===== src/rtl/display_scan_ctrl_if.sv =====
// rtl/display_scan_ctrl_if.sv - load/value and digit-drive signal bundle for display_scan_ctrl
interface display_scan_ctrl_if;
    logic [15:0] value_in;
    logic        load;
    logic [1:0]  anode_driver;
    logic        digit_valid;
    logic [3:0]  nibble_out;
    logic        frame_tick;
    logic        pending;

    modport master (
        output value_in, load,
        input  anode_driver, digit_valid, nibble_out, frame_tick, pending
    );

    modport slave (
        input  value_in, load,
        output anode_driver, digit_valid, nibble_out, frame_tick, pending
    );
endinterface


===== src/rtl/display_scan_ctrl.sv =====
// rtl/display_scan_ctrl.sv - 4-digit seven-segment scan with dead time and frame-synchronous shadow commit
// Optional: LEADING_ZERO_BLANK_EN suppresses leading-zero digits above digit 0.
module display_scan_ctrl #(
    parameter int CLK_DIV      = 100000,
    parameter int BLANK_CYCLES = 16
) (
    input  logic                clk,
    input  logic                reset,
    display_scan_ctrl_if.slave  bus
);
    localparam int DIV_W = (CLK_DIV > 1) ? $clog2(CLK_DIV) : 1;
    localparam int BLK_W = (BLANK_CYCLES > 1) ? $clog2(BLANK_CYCLES) : 1;
    localparam logic [DIV_W-1:0] DIV_LAST = DIV_W'(CLK_DIV - 1);
    localparam logic [BLK_W-1:0] BLK_LAST = BLK_W'(BLANK_CYCLES - 1);

    typedef enum logic {S_BLANK, S_SHOW} state_t;

    state_t           state, state_nxt;
    logic [1:0]       digit, digit_nxt;
    logic [DIV_W-1:0] div_cnt, div_cnt_nxt;
    logic [BLK_W-1:0] blank_cnt, blank_cnt_nxt;
    logic [15:0]      disp_reg;
    logic [15:0]      shadow;
    logic             pending_q;
    logic             commit;
    logic             lit;

    always_ff @(posedge clk) begin
        if (reset) begin
            state     <= S_BLANK;
            digit     <= 2'd0;
            div_cnt   <= '0;
            blank_cnt <= '0;
            disp_reg  <= 16'h0000;
            shadow    <= 16'h0000;
            pending_q <= 1'b0;
        end else begin
            state     <= state_nxt;
            digit     <= digit_nxt;
            div_cnt   <= div_cnt_nxt;
            blank_cnt <= blank_cnt_nxt;
            // disp_reg samples the old shadow, so a same-cycle load stays pending for the next frame
            if (commit && pending_q) begin
                disp_reg <= shadow;
            end
            if (bus.load) begin
                shadow    <= bus.value_in;
                pending_q <= 1'b1;
            end else if (commit) begin
                pending_q <= 1'b0;
            end
        end
    end

    always_comb begin
        state_nxt     = state;
        digit_nxt     = digit;
        div_cnt_nxt   = div_cnt;
        blank_cnt_nxt = blank_cnt;
        commit        = 1'b0;
        lit           = 1'b0;
        case (state)
            S_BLANK: begin
                if (blank_cnt == BLK_LAST) begin
                    blank_cnt_nxt = '0;
                    state_nxt     = S_SHOW;
                end else begin
                    blank_cnt_nxt = blank_cnt + BLK_W'(1);
                end
            end
            S_SHOW: begin
                lit = 1'b1;
                if (div_cnt == DIV_LAST) begin
                    div_cnt_nxt = '0;
                    digit_nxt   = digit + 2'd1;
                    state_nxt   = S_BLANK;
                    commit      = (digit == 2'd3);
                end else begin
                    div_cnt_nxt = div_cnt + DIV_W'(1);
                end
            end
            default: state_nxt = S_BLANK;
        endcase
    end

`ifdef LEADING_ZERO_BLANK_EN
    // nz_above[d] is set when any nibble from d up to 3 is non-zero; digit 0 always lights
    logic [3:0] nz_above;
    always_comb begin
        nz_above    = 4'b0000;
        nz_above[3] = (|disp_reg[15:12]);
        nz_above[2] = nz_above[3] | (|disp_reg[11:8]);
        nz_above[1] = nz_above[2] | (|disp_reg[7:4]);
        nz_above[0] = 1'b1;
    end
    assign bus.digit_valid = lit && nz_above[digit];
`else
    assign bus.digit_valid = lit;
`endif

    assign bus.anode_driver = digit;
    assign bus.nibble_out   = disp_reg[{digit, 2'b00} +: 4];
    assign bus.frame_tick   = commit;
    assign bus.pending      = pending_q;
endmodule


===== src/flat_wrapper.sv =====
// flat-port wrapper written by rule: the top's interface ports become plain ports
module display_scan_ctrl_flat 
#(
    parameter int CLK_DIV      = 100000,
    parameter int BLANK_CYCLES = 16
)
  (clk, reset, bus_value_in, bus_load, bus_anode_driver, bus_digit_valid, bus_nibble_out, bus_frame_tick, bus_pending);
  display_scan_ctrl_if bus_i ();
  input  logic clk;
  input  logic reset;
  input wire logic [$bits(bus_i.value_in)-1:0] bus_value_in;
  input wire logic [$bits(bus_i.load)-1:0] bus_load;
  output wire logic [$bits(bus_i.anode_driver)-1:0] bus_anode_driver;
  output wire logic [$bits(bus_i.digit_valid)-1:0] bus_digit_valid;
  output wire logic [$bits(bus_i.nibble_out)-1:0] bus_nibble_out;
  output wire logic [$bits(bus_i.frame_tick)-1:0] bus_frame_tick;
  output wire logic [$bits(bus_i.pending)-1:0] bus_pending;
  assign bus_i.value_in = bus_value_in;
  assign bus_i.load = bus_load;
  assign bus_anode_driver = bus_i.anode_driver;
  assign bus_digit_valid = bus_i.digit_valid;
  assign bus_nibble_out = bus_i.nibble_out;
  assign bus_frame_tick = bus_i.frame_tick;
  assign bus_pending = bus_i.pending;
  display_scan_ctrl #(.CLK_DIV(CLK_DIV), .BLANK_CYCLES(BLANK_CYCLES)) u_core (.clk(clk), .reset(reset), .bus(bus_i));
endmodule

===== config.mk =====
export PLATFORM = sky130hd
export DESIGN_NAME = display_scan_ctrl_flat
export DESIGN_NICKNAME = d
export VERILOG_FILES = /design/src/rtl/display_scan_ctrl_if.sv /design/src/rtl/display_scan_ctrl.sv /design/src/flat_wrapper.sv
export SDC_FILE = /design/constraint.sdc
export NUM_CORES = 1
export LEC_CHECK = 0
export BUFFER_PORTS_ARGS = -buffer_cell sky130_fd_sc_hd__buf_2
export CAP_MARGIN = 30
export CORE_ASPECT_RATIO = 1.4
export CORE_UTILIZATION = 50
export CTS_CLUSTER_DIAMETER = 30
export DETAILED_ROUTE_END_ITERATION = 6
export GPL_TIMING_DRIVEN = 0
export HOLD_SLACK_MARGIN = 0.05
export PLACE_DENSITY = 0.72
export SLEW_MARGIN = 20
export SYNTH_ARGS = -nofsm -noshare
export SYNTH_HDL_FRONTEND = slang
export SYNTH_SLANG_ARGS = --single-unit

===== constraint.sdc =====
create_clock -name clk -period 3.7 [get_ports clk]
set_input_delay 0.185 -clock clk [delete_from_list [all_inputs] [get_ports clk]]
set_output_delay 0.185 -clock clk [all_outputs]
set_load 0.02 [all_outputs]

Yosys cells after proc, flatten, opt, wreduce, memory -nomap -nowiden
Index checks and enable logic that the tools add are counted.
{"block": "totals", "out_inout_bits": 9, "reg_bits": 57, "in_bits": 19, "elab_cells": 28}
{"block": "op_classes", "bitwise_logic": 1, "n_eq_ne": 3, "n_reduce_logical": 3, "n_shift": 1, "addsub": 3, "n_mux": 10}
{"operator": "$add A17 B1 Y17 const B", "count": 1}
{"operator": "$eq A17 B17 Y1 const B", "count": 1}
{"operator": "$mux W17", "count": 1}
{"operator": "$shiftx A16 B5 Y4", "count": 1}
{"operator": "$mux W1", "count": 7}
{"operator": "$add A4 B1 Y4 const B", "count": 1}
{"operator": "$eq A4 B4 Y1 const B", "count": 1}
{"operator": "$mux W4", "count": 1}
{"operator": "$add A2 B1 Y2 const B", "count": 1}
{"operator": "$eq A2 B2 Y1 const B", "count": 1}
{"operator": "$pmux W1 S2", "count": 1}
{"operator": "$reduce_and A2 Y1", "count": 1}
{"operator": "$reduce_bool A2 Y1", "count": 1}
{"operator": "$logic_and A1 B1 Y1", "count": 1}
{"operator": "$not A1 Y1", "count": 1}

Depth between registers and ports, before layout
{"block": "depth", "depth_word": 5, "ltp_mapped": 7, "mapped_depth_nobuf": 5}

Worst setup path after synthesis
OpenSTA, ideal clock, no wires.
{"block": "synth_path", "kind": "register to output", "startpoint": "reg u_core.div_cnt[0]", "endpoint": "out bus_frame_tick", "t_arrival_ns": 1.486, "slack_ns": 2.029, "stages_incl_launch_ff": 6, "n_path_buf": 1, "t_required_ns": 3.515, "path_cell_list": "dfxtp_1 > ha_1 > nor4b_2 > nand4_1 > clkbuf_1 > nor2_1"}
{"block": "synth_between", "elab_chain_len": 3}
{"element": "from (decl)", "line": "display_scan_ctrl.sv:20", "source": "logic [DIV_W-1:0] div_cnt, div_cnt_nxt;"}
{"element": "from (signal assigned)", "line": "display_scan_ctrl.sv:40", "source": "div_cnt <= div_cnt_nxt;"}
{"element": "$eq A17 B17 Y1", "line": "display_scan_ctrl.sv:73", "source": "if (div_cnt == DIV_LAST) begin"}
{"element": "$mux W1", "line": "display_scan_ctrl.sv:73"}
{"element": "$mux W1", "line": "display_scan_ctrl.sv:62", "source": "case (state)"}
{"element": "to (decl)", "line": "flat_wrapper.sv:16", "source": "output wire logic [$bits(bus_i.frame_tick)-1:0] bus_frame_tick;"}
No other way between the ends.

Worst setup path in the final report
Ends and elaborated chain as after synthesis.

==> impl_metrics.py <==
metrics = {
    "status": {
        "status": "completed",
    },
    "synth": {
        "syn_area_um2": 2460,
        "synthArstFlopShare_pct": 0,
        "syn_avg_cell_area_um2": 9.18,
        "netlist_instances": 268,
        "synthTopCellsByArea": "dfxtp_1 46%, mux2i_1 6.9%, nor2_1 6.0%",
        "yosysWarningCount": 0,
        "synth_fp_nets": 290,
        "synth.distinct_cells": 31,
        "synth_seq_area_share_pct": 46.4,
        "synth_edf_count": 0,
        "yosysTopAreaCell": "dfxtp_1",
        "yosys_register_bits": 57,
        "yosys.area.top_type_share_pct": 46.4,
        "ys.flop_type": "dfxtp_1",
    },
    "die": {
        "die_w_um": 61.3,
        "dieArea_um2": 5210,
        "row_count": 29,
        "ios": 28,
        "die_y_um": 85.0,
        "core_um2": 4640,
        "start_util_pct": 53.0,
    },
    "sta": {
        "maxSlewViolCount": 0,
        "finalHoldViolations": 0,
        "fin_tns_setup_ns": 0,
        "maxSlewHeadroom_pct": 67.8,
        "fin_crit_ns": 2.34,
        "fin_crit_sh_pct": 63.2,
        "finalSetupViolCount": 0,
        "fin_ws_ns": 1.36,
        "fin_skew_ns": 0.00528,
        "rsz0062_at_grt": "no",
        "clock.fmax_mhz": 427,
        "worst_pin_slew_ns": 0.483,
    },
    "min_path": {
        "hp-class": "in -> reg",
        "worstHoldStart": "bus_value_in[6]",
    },
    "place": {
        "place_congestion": 0.861,
        "dp_slack_ns": 1.69,
        "dp_hpwl_um": 3560,
        "numPortBuffers": 25,
    },
    "power_and_ir_drop": {
        "clockPowerShare_pct": 43.3,
        "swShare_pct": 22.5,
        "internal_power_mw": 0.943,
        "seqPwrFrac_pct": 52.4,
        "power_density_nw_per_um2": 428,
        "pwr-share-comb_pct": 4.3,
        "p_sw_mw": 0.274,
        "max-vdd-ir-drop_mv": 0.296,
        "total_leakage_power_nw": 1.09,
    },
    "setup_path": {
        "cp-start-kind": "flop",
        "cp_max_fo": 10,
        "crit_path_end_kind": "primary output",
        "startpoint": "u_core.div_cnt[0]$_SDFFE_PP0P_",
        "rr_startpoint": "u_core.div_cnt[0]$_SDFFE_PP0P_",
        "critPathKind": "reg -> out",
        "worstPathArrival_ns": 2.15,
        "required_ns": 3.51,
    },
    "cts": {
        "cts_buffers": 9,
        "clkSinkCount": 57,
        "ctsHoldBuffers": 0,
        "htreeDepth": 3,
        "clockBufferDepth": 2,
        "root_buffer": "clkbuf_8",
        "cts-resized-gates": 0,
        "cts_tree": "done",
        "postCtsSetupBuffers": 0,
        "worst_skew_pair.late_latency_ns": 0.33,
        "clk_pin_slew_ns": 0.06,
    },
    "global_route": {
        "grt_pass1_vias": 1882,
        "grt_use_total_pct": 22.9,
        "grt_pass1_wl_um": 8640,
        "grt_overflow": 0,
        "grt_max_degree": 11,
        "antenna_found_initial": 0,
    },
    "layout": {
        "final_layout_size_suffix_gt1_share_pct": 18.2,
        "n_antenna_cell": 0,
        "nets": 326,
        "largest_reg_flops": 17,
        "area_growth_pct": 15.6,
    },
    "run": {
        "drv_cap": 0,
    },
    "detailed_routing": {
        "drtIter0Drc": 123,
        "ant_nets": 0,
        "vias_per_cell": 5.43,
        "wire_per_inst_um": 13.8,
        "drtPass1Iterations": 4,
        "vias": 2010,
        "wirelength_um": 5110,
        "drc": 0,
    },
}
power by group through the flow:
stage | sequential (mW) | clock, mW | combinational (mW)
after floorplan | 0.649 | 0 | 0.0352
after global placement | 0.650 | 0 | 0.0512
after detailed placement | 0.651 | 0 | 0.0526
after CTS | 0.637 | 0.537 | 0.0529
after global routing | 0.638 | 0.567 | 0.0592
final | 0.637 | 0.527 | 0.0520
layout make-up:
cell class / instances / area, µm²
Multi-Input combinational cell: 188 / 1200
Clock inverter: 3 / 15.0
Tap cell: 62 / 77.6
Timing Repair Buffer: 25 / 125
Inverter: 4 / 15.0
Sequential cell: 57 / 1140
Fill cell: 442 / 1800
Buffer: 19 / 106
Clock buffer: 12 / 165
synthesized netlist by cell type (3+ instances only):
cell type	n
dfxtp_1	57
nor2_1	39
a21oi_1	25
nand3_1	23
o21ai_0	18
mux2i_1	17
xnor2_1	12
clkbuf_1	11
nand2_1	10
nand4_1	6
nor4_1	5
buf_2	4
inv_1	4
mux4_2	4
nor3_1	4
xor2_1	4
and4_1	3
ha_1	3
metal layers:
metal	global-route usage, %	share of wire [%]	up-vias
met4	10.5	1.8	0
met3	8.38	4.6	10
li1	-	-	1010
met5	0	0	-
met2	35.4	50	52
met1	27.8	44	938
worst max-delay path, cell delays in order, from the launching register on:
cell and delay (ns):
dfxtp_1 0.37, ha_1 0.27, nor4b_2 0.29, nand4_1 0.28, clkbuf_1 0.29, nor2_1 0.15
buf_2 0.17
kinds of logic after synthesis:
logic type | share of synthesized area, %
multiplexers | 10.6
buffers and inverters | 4.93
adder cells (fa/ha/maj) | 1.53
XOR/XNOR | 5.70
AND/OR/NAND/NOR | 21.3
AO/OA/AOI/OAI | 9.61
flip-flops | 46.4
per-stage QoR:
step,instances,instance area (µm²),hold WS [ns],utilization (%),power [mW]
after floorplan,268,2460,0.332,-,0.684
after global placement,355,2660,0.417,57.3,0.701
after detailed placement,355,2660,0.424,57.3,0.703
after CTS,370,2840,0.0697,61.2,1.23
after global routing,370,2840,0.0740,61.2,1.26
final,370,2840,0.0798,61.2,1.22
worst paths after layout:
| path | endpoint | slack [ns] | depth (start not counted) |
|---|---|---|---|
| setup / recovery | bus_frame_tick | 1.36 | 6 |
| hold / removal | u_core.shadow[6]$_SDFFE_PP0P_ | 0.08 | 3 |
| setup reg to reg | u_core.disp_reg[5]$_SDFFE_PP0P_ | 1.75 | 6 |
| hold reg to reg | u_core.disp_reg[11]$_SDFFE_PP0P_ | 0.47 | 2 |
placed cells by master (no fill, tap or decap), types with 2 or more instances in the layout:
cell type,Yosys,routed
nor4b_2,2,2
and3_1,2,2
nand3_1,23,23
inv_1,4,4
nor3_1,4,4
o21ai_0,18,18
clkbuf_1,11,11
nor2_1,39,39
o21ai_1,2,2
nor4_1,5,5
xor2_1,4,4
a21oi_1,25,25
dfxtp_1,57,57
buf_6,2,2
clkbuf_8,0,12
nand4_1,6,6
mux4_2,4,4
xnor2_1,12,12
mux2i_1,17,17
or3_1,2,2
ha_1,3,3
and4b_1,2,2
buf_2,4,29
clkinv_2,0,3
nand2_1,10,10
and4_1,3,3
(Power assumes the default switching activity.)
